`src/rtl/uart_pkg.sv`:
```
// uart_pkg: shared FSM state encoding and frame constants for the UART receiver.
// The PARITY state exists only when UART_RX_PARITY_EN is defined.
package uart_pkg;
    localparam int UART_DATA_BITS = 8;
    typedef enum logic [2:0] {
        IDLE,
        START,
        DATA,
`ifdef UART_RX_PARITY_EN
        PARITY,
`endif
        STOP
    } uart_state_e;
endpackage

```
`src/rtl/uart_rx_fifo.sv`:
```
// uart_rx_fifo: first-word fall-through synchronous FIFO; data_o shows the head entry, 0 when empty.
module uart_rx_fifo #(
    parameter int WIDTH = 8,
    parameter int DEPTH = 8
) (
    input  logic                       clk,
    input  logic                       rst,
    input  logic                       push_i,
    input  logic                       pop_i,
    input  logic [WIDTH-1:0]           data_i,
    output logic [WIDTH-1:0]           data_o,
    output logic                       full_o,
    output logic                       empty_o,
    output logic [$clog2(DEPTH):0]     count_o
);
    localparam int AW = $clog2(DEPTH);
    logic [WIDTH-1:0] mem_q [DEPTH];
    logic [AW-1:0]    wr_q, rd_q;
    logic [AW:0]      count_q, count_d;
    logic             do_push, do_pop;

    assign empty_o = count_q == '0;
    assign full_o  = count_q == (AW+1)'(DEPTH);
    assign count_o = count_q;
    assign data_o  = empty_o ? '0 : mem_q[rd_q];
    assign do_pop  = pop_i && !empty_o;
    // a full FIFO frees the head slot in the same cycle, so push-with-pop succeeds
    assign do_push = push_i && (!full_o || do_pop);
    assign count_d = (do_push && !do_pop) ? count_q + 1'b1 :
                     (!do_push && do_pop) ? count_q - 1'b1 : count_q;

    always_ff @(posedge clk or posedge rst) begin
        if (rst) begin
            wr_q    <= '0;
            rd_q    <= '0;
            count_q <= '0;
        end else begin
            wr_q    <= do_push ? wr_q + 1'b1 : wr_q;
            rd_q    <= do_pop ? rd_q + 1'b1 : rd_q;
            count_q <= count_d;
        end
    end

    always_ff @(posedge clk) begin
        if (do_push) mem_q[wr_q] <= data_i;
    end
endmodule

```
`src/rtl/uart_rx_buffered.sv`:
```
// uart_rx_buffered: 8N1 UART receiver (8E1 with UART_RX_PARITY_EN) feeding a byte FIFO.
// Synchronizer, FSM, cycle/bit counters and shift register live here; storage is uart_rx_fifo.
module uart_rx_buffered
    import uart_pkg::*;
#(
    parameter int CLOCK_FREQ = 67_500_000,
    parameter int BAUD_RATE  = 115_200,
    parameter int FIFO_DEPTH = 8
) (
    input  logic                          clk,
    input  logic                          rst,
    input  logic                          serial_in,
    output logic [7:0]                    data_out,
    output logic                          data_out_valid,
    input  logic                          data_out_ready,
    output logic                          frame_err,
    output logic                          parity_err,
    output logic                          overflow,
    output logic [$clog2(FIFO_DEPTH):0]   fifo_count
);
    localparam int SYMBOL_EDGE_TIME = CLOCK_FREQ / BAUD_RATE;
    localparam int SAMPLE_TIME      = SYMBOL_EDGE_TIME / 2;
    localparam int CW               = $clog2(SYMBOL_EDGE_TIME);
    localparam logic [CW-1:0] SYM_LAST = CW'(SYMBOL_EDGE_TIME - 1);
    localparam logic [CW-1:0] SMP_LAST = CW'(SAMPLE_TIME - 1);

    uart_state_e state_q, state_d;
    logic [CW-1:0] cnt_q, cnt_d;
    logic [2:0]    bit_q, bit_d;
    logic [UART_DATA_BITS-1:0] shift_q, shift_d;
    logic          meta_q, rx_s;
    logic          armed_q, armed_d;
    logic          sym_tick, stop_smp, par_bad, push, fifo_full, fifo_empty, pop;
`ifdef UART_RX_PARITY_EN
    logic          par_q, par_d;
`endif

    assign sym_tick = cnt_q == SYM_LAST;

    always_ff @(posedge clk or posedge rst) begin
        if (rst) begin
            meta_q  <= 1'b1;
            rx_s    <= 1'b1;
            state_q <= IDLE;
            cnt_q   <= '0;
            bit_q   <= '0;
            shift_q <= '0;
            armed_q <= 1'b0;
`ifdef UART_RX_PARITY_EN
            par_q   <= 1'b0;
`endif
        end else begin
            meta_q  <= serial_in;
            rx_s    <= meta_q;
            state_q <= state_d;
            cnt_q   <= cnt_d;
            bit_q   <= bit_d;
            shift_q <= shift_d;
            armed_q <= armed_d;
`ifdef UART_RX_PARITY_EN
            par_q   <= par_d;
`endif
        end
    end

    always_comb begin
        state_d = state_q;
        cnt_d   = cnt_q + 1'b1;
        bit_d   = bit_q;
        shift_d = shift_q;
        armed_d = armed_q | rx_s;
`ifdef UART_RX_PARITY_EN
        par_d   = par_q;
`endif
        case (state_q)
            IDLE: begin
                cnt_d = '0;
                // armed blocks a held-low break line from looking like a new start bit
                if (armed_q && !rx_s) begin
                    state_d = START;
                    bit_d   = '0;
                end
            end
            START: if (cnt_q == SMP_LAST) begin
                cnt_d   = '0;
                state_d = rx_s ? IDLE : DATA;
            end
            DATA: if (sym_tick) begin
                cnt_d   = '0;
                shift_d = {rx_s, shift_q[UART_DATA_BITS-1:1]};
                bit_d   = bit_q + 1'b1;
`ifdef UART_RX_PARITY_EN
                if (bit_q == 3'd7) state_d = PARITY;
`else
                if (bit_q == 3'd7) state_d = STOP;
`endif
            end
`ifdef UART_RX_PARITY_EN
            PARITY: if (sym_tick) begin
                cnt_d   = '0;
                par_d   = rx_s;
                state_d = STOP;
            end
`endif
            STOP: if (sym_tick) begin
                state_d = IDLE;
                if (!rx_s) armed_d = 1'b0;
            end
            default: state_d = IDLE;
        endcase
    end

    always_comb begin
        stop_smp   = state_q == STOP && sym_tick;
`ifdef UART_RX_PARITY_EN
        par_bad    = par_q != ^shift_q;
`else
        par_bad    = 1'b0;
`endif
        push       = stop_smp && rx_s && !par_bad;
        frame_err  = stop_smp && !rx_s;
        parity_err = stop_smp && rx_s && par_bad;
        pop        = data_out_valid && data_out_ready;
        overflow   = push && fifo_full && !pop;
    end

    assign data_out_valid = !fifo_empty;

    uart_rx_fifo #(.WIDTH(UART_DATA_BITS), .DEPTH(FIFO_DEPTH)) u_fifo (
        .clk     (clk),
        .rst     (rst),
        .push_i  (push),
        .pop_i   (pop),
        .data_i  (shift_q),
        .data_o  (data_out),
        .full_o  (fifo_full),
        .empty_o (fifo_empty),
        .count_o (fifo_count)
    );
endmodule
```
`config.mk`:
```
export PLATFORM = sky130hd
export DESIGN_NAME = uart_rx_buffered
export DESIGN_NICKNAME = d
export VERILOG_FILES = /design/src/rtl/uart_pkg.sv /design/src/rtl/uart_rx_fifo.sv /design/src/rtl/uart_rx_buffered.sv
export SDC_FILE = /design/constraint.sdc
export NUM_CORES = 1
export LEC_CHECK = 0
export BUFFER_PORTS_ARGS = -buffer_cell sky130_fd_sc_hd__buf_4
export CAP_MARGIN = 10
export CORE_MARGIN = 2
export CORE_UTILIZATION = 55
export CTS_CLUSTER_DIAMETER = 80
export DETAILED_ROUTE_END_ITERATION = 12
export GPL_TIMING_DRIVEN = 0
export PLACE_DENSITY = 0.75
export SLEW_MARGIN = 20
export SYNTH_ARGS = -nofsm -noshare
export SYNTH_HDL_FRONTEND = slang
export SYNTH_SLANG_ARGS = --single-unit
```
`constraint.sdc`:
```
create_clock -name clk -period 3.45 [get_ports clk]
set_input_delay 1.035 -clock clk [delete_from_list [all_inputs] [get_ports clk]]
set_output_delay 1.035 -clock clk [all_outputs]
set_load 0.05 [all_outputs]
```
# Word-level counts from Yosys, hierarchy flattened
# Memories as Yosys holds them, arrays and structs flattened.
# Cells that the tools add are included.
totals:
  register_bits: 37
  ram_bits: 64
  wordCells: 76
  inputBits: 4
  n_memories: 1
mem_list:
  columns: ["name", "words", "width", "read_ports", "rd_ports_with_merged_regs", "wr", "line_no", "text"]
  rows:
  - ["u_fifo.mem_q", 8, 8, 1, 0, 1, "uart_rx_fifo.sv:17", "logic [WIDTH-1:0] mem_q [DEPTH];"]
op_classes:
  n_eq_ne: 12
  bitwise_logic: 1
  add_sub_neg: 6
  muxes: 21
  reduce_logical: 25
op_table:
  columns: ["cell", "count"]
  rows:
  - ["case mux 10 bit (3 select lines)", 1]
  - ["two-way mux 3 bit", 7]
  - ["two-way mux 10 bit", 2]
  - ["case mux 3 bit (4 select lines)", 1]
  - ["logical AND 1 bit", 11]
  - ["adder 10 x 1 -> 10 bit, second input constant", 1]
  - ["== test 10 bit, second input constant", 1]
  - ["== test 10 x 9 -> 1 bit, second input constant", 1]
  - ["inequality test 2 bit, second input constant", 5]
  - ["adder 3 x 1 -> 3 bit, second input constant", 3]
  - ["two-way mux 4 bit", 2]
  - ["two-way mux 8 bit", 1]
  - ["== test 3 x 2 -> 1 bit, second input constant", 2]
  - ["logical NOT 1 bit", 6]
  - ["case mux 3 bit (2 select lines)", 1]
  - ["two-way mux 1 bit", 5]
  - ["AND reduction 5 bit", 1]
  - ["adder 4 x 1 -> 4 bit, second input constant", 1]
  - ["== test 4 bit, second input constant", 1]
  - ["logical NOT 4 bit", 1]
  - ["nonzero test 2 bit", 2]
  - ["subtractor 4 x 1 -> 4 bit, second input constant", 1]
  - ["== test 3 x 1 -> 1 bit, second input constant", 1]
  - ["== test 3 bit, second input constant", 1]
  - ["other kinds (6)", 6]

# Logic depth before layout (Yosys ltp)
logic_depth:
  depth_word: 10
  mapped_depth: 13
  ltp_nobuf: 12

# Modules after synthesis
# Synthesis repeated with hierarchy kept, for this count alone.
unflattened:
  hier_cells: 273
  area_unflattened_um2: 4414.2
modules_own_cells:
  columns: ["module", "cells_per_inst", "area_per_inst_um2", "n_inst"]
  rows:
  - ["uart_rx_fifo", 158, 3060.4, 1]
  - ["uart_rx_buffered", 115, 1353.8, 1]

# Least setup slack after synthesis
# OpenSTA, ideal clock, no wires.
synth_path:
  path_kind: "register to output"
  startpoint: "register cnt_q[2]"
  endpoint: "output overflow"
  setup_slack_ps: -381
  t_arrival_ps: 2796
  stages_incl_launch_ff: 5
  t_required_ps: 2415
  path_cell_list: "dfrtp_1 or3_4 nor3_1 nand3_1 nor4_1"
synth_via:
  elab_chain_cells: 5
synth_lines:
  columns: ["element", "line_no", "text"]
  rows:
  - ["start, declared", "uart_rx_buffered.sv:28", "logic [CW-1:0] cnt_q, cnt_d;"]
  - ["start signal, assigned", "uart_rx_buffered.sv:56", "cnt_q <= cnt_d;"]
  - ["== test 10 bit", "uart_rx_buffered.sv:38", "assign sym_tick = cnt_q == SYM_LAST;"]
  - ["logical AND 1 bit", "uart_rx_buffered.sv:114", "stop_smp = state_q == STOP && sym_tick;"]
  - ["logical AND 1 bit", null, null]
  - ["logical AND 1 bit (2 in series)", "uart_rx_buffered.sv:124", "overflow = push && fifo_full && !pop;"]
  - ["end, declared", "uart_rx_buffered.sv:18", "output logic overflow,"]
# No other way between the ends.

# Final worst setup path
layout_path:
  startpoint: "register cnt_q[2]"
  endpoint: "register u_fifo.count_q[3] (netlist: u_fifo.count_o[3])"
layout_via:
  elab_chain_cells: 7
  elab_cells_between_ends: 9
  classes_between: "eq/ne: 1; mux: 1; reduce/logical: 7"
layout_lines:
  columns: ["element", "line_no", "text"]
  rows:
  - ["== test 10 bit *", "uart_rx_buffered.sv:38", null]
  - ["logical AND 1 bit *", "uart_rx_buffered.sv:114", null]
  - ["logical AND 1 bit *", null, null]
  - ["logical AND 1 bit *", "uart_rx_fifo.sv:28", "assign do_push = push_i && (!full_o || do_pop);"]
  - ["net u_fifo.do_push", "uart_rx_fifo.sv:20", "logic do_push, do_pop;"]
  - ["logical NOT 1 bit", "uart_rx_fifo.sv:30", "(!do_push && do_pop) ? count_q - 1'b1 : count_q;"]
  - ["logical AND 1 bit", "uart_rx_fifo.sv:30", null]
  - ["nonzero test 2 bit (no line)", null, null]
  - ["end signal, assigned", "uart_rx_fifo.sv:40", "count_q <= count_d;"]
  - ["end, declared", "uart_rx_fifo.sv:19", "logic [AW:0] count_q, count_d;"]
# The timed path passes the listed nets; every way through them passes the cells marked *.
# A chain may end at the register's enable or synchronous reset.

==> reports/results.tsv <==
stage	metric	value	unit
yosys	Syn Area/Cell	15.5	um2
worst_hold_path	cell count of the worst hold path	0	
worst_hold_path	hold worst-path end	rx_s$_DFF_PP1_	
clock_tree	root buf cell	clkbuf_8	
sta	final worst setup slack	0.152	ns
yosys	Cells after Synth	276	
clock_tree	TritonCTS Sinks	100	
clock_tree	Inserted Clock Buffers	9	
worst_setup_path	Worst EP arrival	3.56	ns
worst_setup_path	CP max stage delay	0.43	ns
clock_tree	H-tree depth	3	
power_and_ir_drop	Peak VDD IR	0.000320	V
routing	WL/cell	17.5	um
sta	Pins Over Slew Limit	0	
final_layout	final non-filler cell total	416	
sta	min Tclk post-route	3.30	ns
yosys	post-synth top area cell	edfxtp_1	
yosys	count of different cell masters after synthesis	46	
status	status	completed	
yosys	top-area cell type share of the netlist area	44.8	%
final_layout	Reg area	2830	um2
routing	DR vias/cell	5.66	
sta	Worst Tran Pin Value	0.846	ns
yosys	Net Count, Synth	290	
placed_design	IO Port Bufs	18	
sta	Fin Hold WS	0.362	ns
yosys	Post-synth top flop	edfxtp_1	
power_and_ir_drop	LEAKAGE	1.96	nW
worst_hold_path	worst hold path class	flip-flop to flip-flop	
floorplan	Top-Level Pins	20	
routing	drt first-iter violations	121	
worst_setup_path	Setup crit end kind	flip-flop	
grt	GRT Total Usage	18.1	%
grt	initial antenna violation count	0	
sta	period utilization	95.6	%
sta	RSZ-0062 raised after global routing	yes	
yosys	Area contributors post-synth	edfxtp_1 (45%), dfrtp_1 (20%), mux4_2 (8.4%), ha_1 (2.6%), mux2_2 (2.6%)	
worst_setup_path	kind of critical path	flip-flop to flip-flop	
worst_setup_path	r2r setup slk	0.15	ns
final_layout	# fillers	575	
sta	slew margin rel.	43.4	%
sta	fmax	303	MHz
clock_tree	Worst-path clk slew	0.10	ns
yosys	Async SR Flop Fraction	36.0	%
floorplan	row count	32	
floorplan	Die Area	8520	um2
worst_setup_path	Worst setup startpoint	cnt_q[2]$_DFF_PP0_	
floorplan	CORE AREA	7650	um2
clock_tree	hold_buf cts	0	
placed_design	pre-CTS setup slack	-0.256	ns
sta	# setup viols final	0	
worst_setup_path	CP required	3.71	ns
routing	TritonRoute pass-1 iters	4	
worst_setup_path	slowest cell on the critical path	dfrtp_2	
sta	clock skew	0.0112	ns
final_layout	fin nets	323	
grt	vias in the first global route	2246	
grt	largest net degree at the start of global routing	37	
worst_setup_path	crit-path cells	or3_4 -> or3_4 -> buf_6 -> nor3_4 -> ha_2 -> inv_2 -> ha_1 -> a21o_1 -> a2111oi_4 -> a31oi_1 -> a221o_1	
routing	Antenna Nets Post-Route	0	
yosys	Synth Warn #	0	
yosys	Mapped Area	4290	um2
final_layout	share of layout cells above drive strength 1	28.7	%
floorplan	Initial Util	56.1	%
routing	vias	2355	
clock_tree	later-pin clock latency in the skew report	0.37	ns
sta	Fin. Hold Viols	0	
clock_tree	CTS tree	yes	
floorplan	Die Ht	92.3	um
run	# Max-Cap Violations	0	
floorplan	die width	92.3	um
power_and_ir_drop	pwr dens	458	nW/um2
placed_design	Detail Placement HPWL	4830	um
yosys	EDFF count, synth	64	
routing	Total Routed Length	7270	um
final_layout	multi-input logic area	1420	um2
grt	first-pass GRT wire length	11600	um
worst_hold_path	Worst Hold Launch	meta_q$_DFF_PP1_	
worst_setup_path	worst-path maximum fanout	7	
worst_setup_path	Reg2Reg Launch Point	cnt_q[2]$_DFF_PP0_	
worst_setup_path	Worst path most repeated cell	or3_4	
placed_design	Final Wtd Congestion	0.822	
routing	DRC	0	
clock_tree	Longest Clk Path Bufs	2	
yosys	FF+latch count, synth	100	
yosys	sequential share of the synthesized area	65.9	%
power_and_ir_drop	Power, Total	0.00221	W
worst_setup_path	FF-to-FF End	u_fifo.count_o[3]$_DFFE_PP0P_	
final_layout	ant diodes	0	
placed_design	# placed instances	396	
worst_setup_path	CP startpoint kind	flip-flop	
worst_setup_path	Reg2Reg Depth	11	
final_layout	Final Util	63.3	%
grt	grt ovf	0	
final_layout	Layout area overhead	12.8	%
report_power, final:
part / internal [W] / switching, W / total (W)
logic: 0.0000689 / 0.0000820 / 0.000151
registers: 0.00130 / 0.0000359 / 0.00133
clock network: 0.000289 / 0.000443 / 0.000732
total: 0.00165 / 0.000561 / 0.00221
layer usage:
metal / part of all wire, % / vias up / routed length, um / track usage (%)
met5: 0 / - / 0 / 0
met4: 0.99 / 0 / 72 / 5.60
met3: 3.8 / 7 / 276 / 3.42
met2: 52 / 51 / 3760 / 28.8
met1: 43 / 1193 / 3160 / 25.8
li1: - / 1104 / - / -
critical path, delay by kind of cell (launching register included):
| family | cells | cell delay, ns |
|---|---|---|
| compound gates | 4 | 0.99 |
| fa+ha+maj | 2 | 0.54 |
| buf+inv | 2 | 0.22 |
| flops | 1 | 0.43 |
| simple gates | 3 | 1.01 |
timing repair:
item / CTS / global route
endpoints found under the setup margin: 9 / 9
cloned: 0 / 0
pin swaps: 0 / 2
resized for setup: 5 / 11
setup buffers: 0 / 4
area by class of cell:
| class | count | area share, % |
|---|---|---|
| Buffer | 10 | 1.37 |
| Clock buffer | 9 | 2.56 |
| Clock inverter | 7 | 1.47 |
| Inverter | 10 | 0.776 |
| Tap cell | 102 | 2.64 |
| Multi-Input combinational cell | 156 | 29.4 |
| Timing Repair Buffer | 22 | 3.41 |
| Sequential cell | 100 | 58.4 |
how the worst max path moves through the flow:
stage	slack, ns	endpoint	cells after the start
final	0.15	u_fifo.count_o[3]$_DFFE_PP0P_	11
after global routing	-0.02	overflow	7
after CTS	0.04	u_fifo.count_o[3]$_DFFE_PP0P_	11
after detailed placement	-0.26	u_fifo.count_o[3]$_DFFE_PP0P_	11
after global placement	-0.17	u_fifo.count_o[3]$_DFFE_PP0P_	11
after floorplan	0.02	u_fifo.count_o[3]$_DFFE_PP0P_	11
metrics by stage:
| stage | setup TNS, ns | cell area [um2] |
|---|---|---|
| final | 0 | 4840 |
| after global routing | -0.0174 | 4840 |
| after CTS | 0 | 4780 |
| after detailed placement | -0.256 | 4570 |
| after global placement | -0.174 | 4560 |
| after floorplan | 0 | 4300 |
cell usage after synthesis, drive strengths merged, types with 2 or more instances:
master  count
mux2       12
xnor2      11
nand4       2
dfrtp      34
ha          9
or4         3
a22o        2
xor2        3
or3         3
buf         6
mux4       16
nand3       7
a21oi       3
clkbuf      4
a21o        2
nand2b      5
nor2       30
nor3       10
mux2i       8
nand2       8
o21ai       4
inv        10
edfxtp     64
nor4        3
dfstp       2
logic make-up (layout without fill, tap and decap cells):
logic type,count (synthesis),count (layout),synth area share [%]
xor+xnor,14,14,2.86
compound gates,20,20,3.41
fa+ha+maj,10,10,3.09
other cells,1,1,0.0874
buf+inv,20,58,2.22
flops,100,100,65.9
mux,36,36,13.4
simple gates,75,75,9.04
cell usage in the layout (no fill, tap or decap), types with 2 or more instances in the layout:
master / instances
mux2_1: 2
inv_6: 2
mux4_2: 16
clkbuf_8: 9
nor4_1: 2
ha_1: 8
or4_4: 3
dfstp_2: 2
o21ai_0: 3
nand3_1: 7
nand4_1: 2
edfxtp_1: 64
mux2i_1: 8
clkbuf_1: 2
or3_4: 2
nor3_1: 7
nor2_1: 29
a21o_1: 2
inv_8: 4
nand2_1: 8
xor2_1: 3
dfrtp_1: 33
nor3_2: 2
buf_4: 24
xnor2_1: 11
nand2b_1: 5
a21oi_1: 3
a22o_1: 2
inv_1: 7
buf_6: 2
clkbuf_2: 2
inv_2: 3
mux2_2: 10
flip-flops by register name, indices dropped and copies added (netlist names), 2 cells and up:
name	flops
u_fifo.rd_q	3
state_q	2
u_fifo.count_o	4
shift_q	8
u_fifo.mem_q	64
bit_q	3
cnt_q	10
u_fifo.wr_q	3
Note: power is estimated with default switching activity, not from simulation.
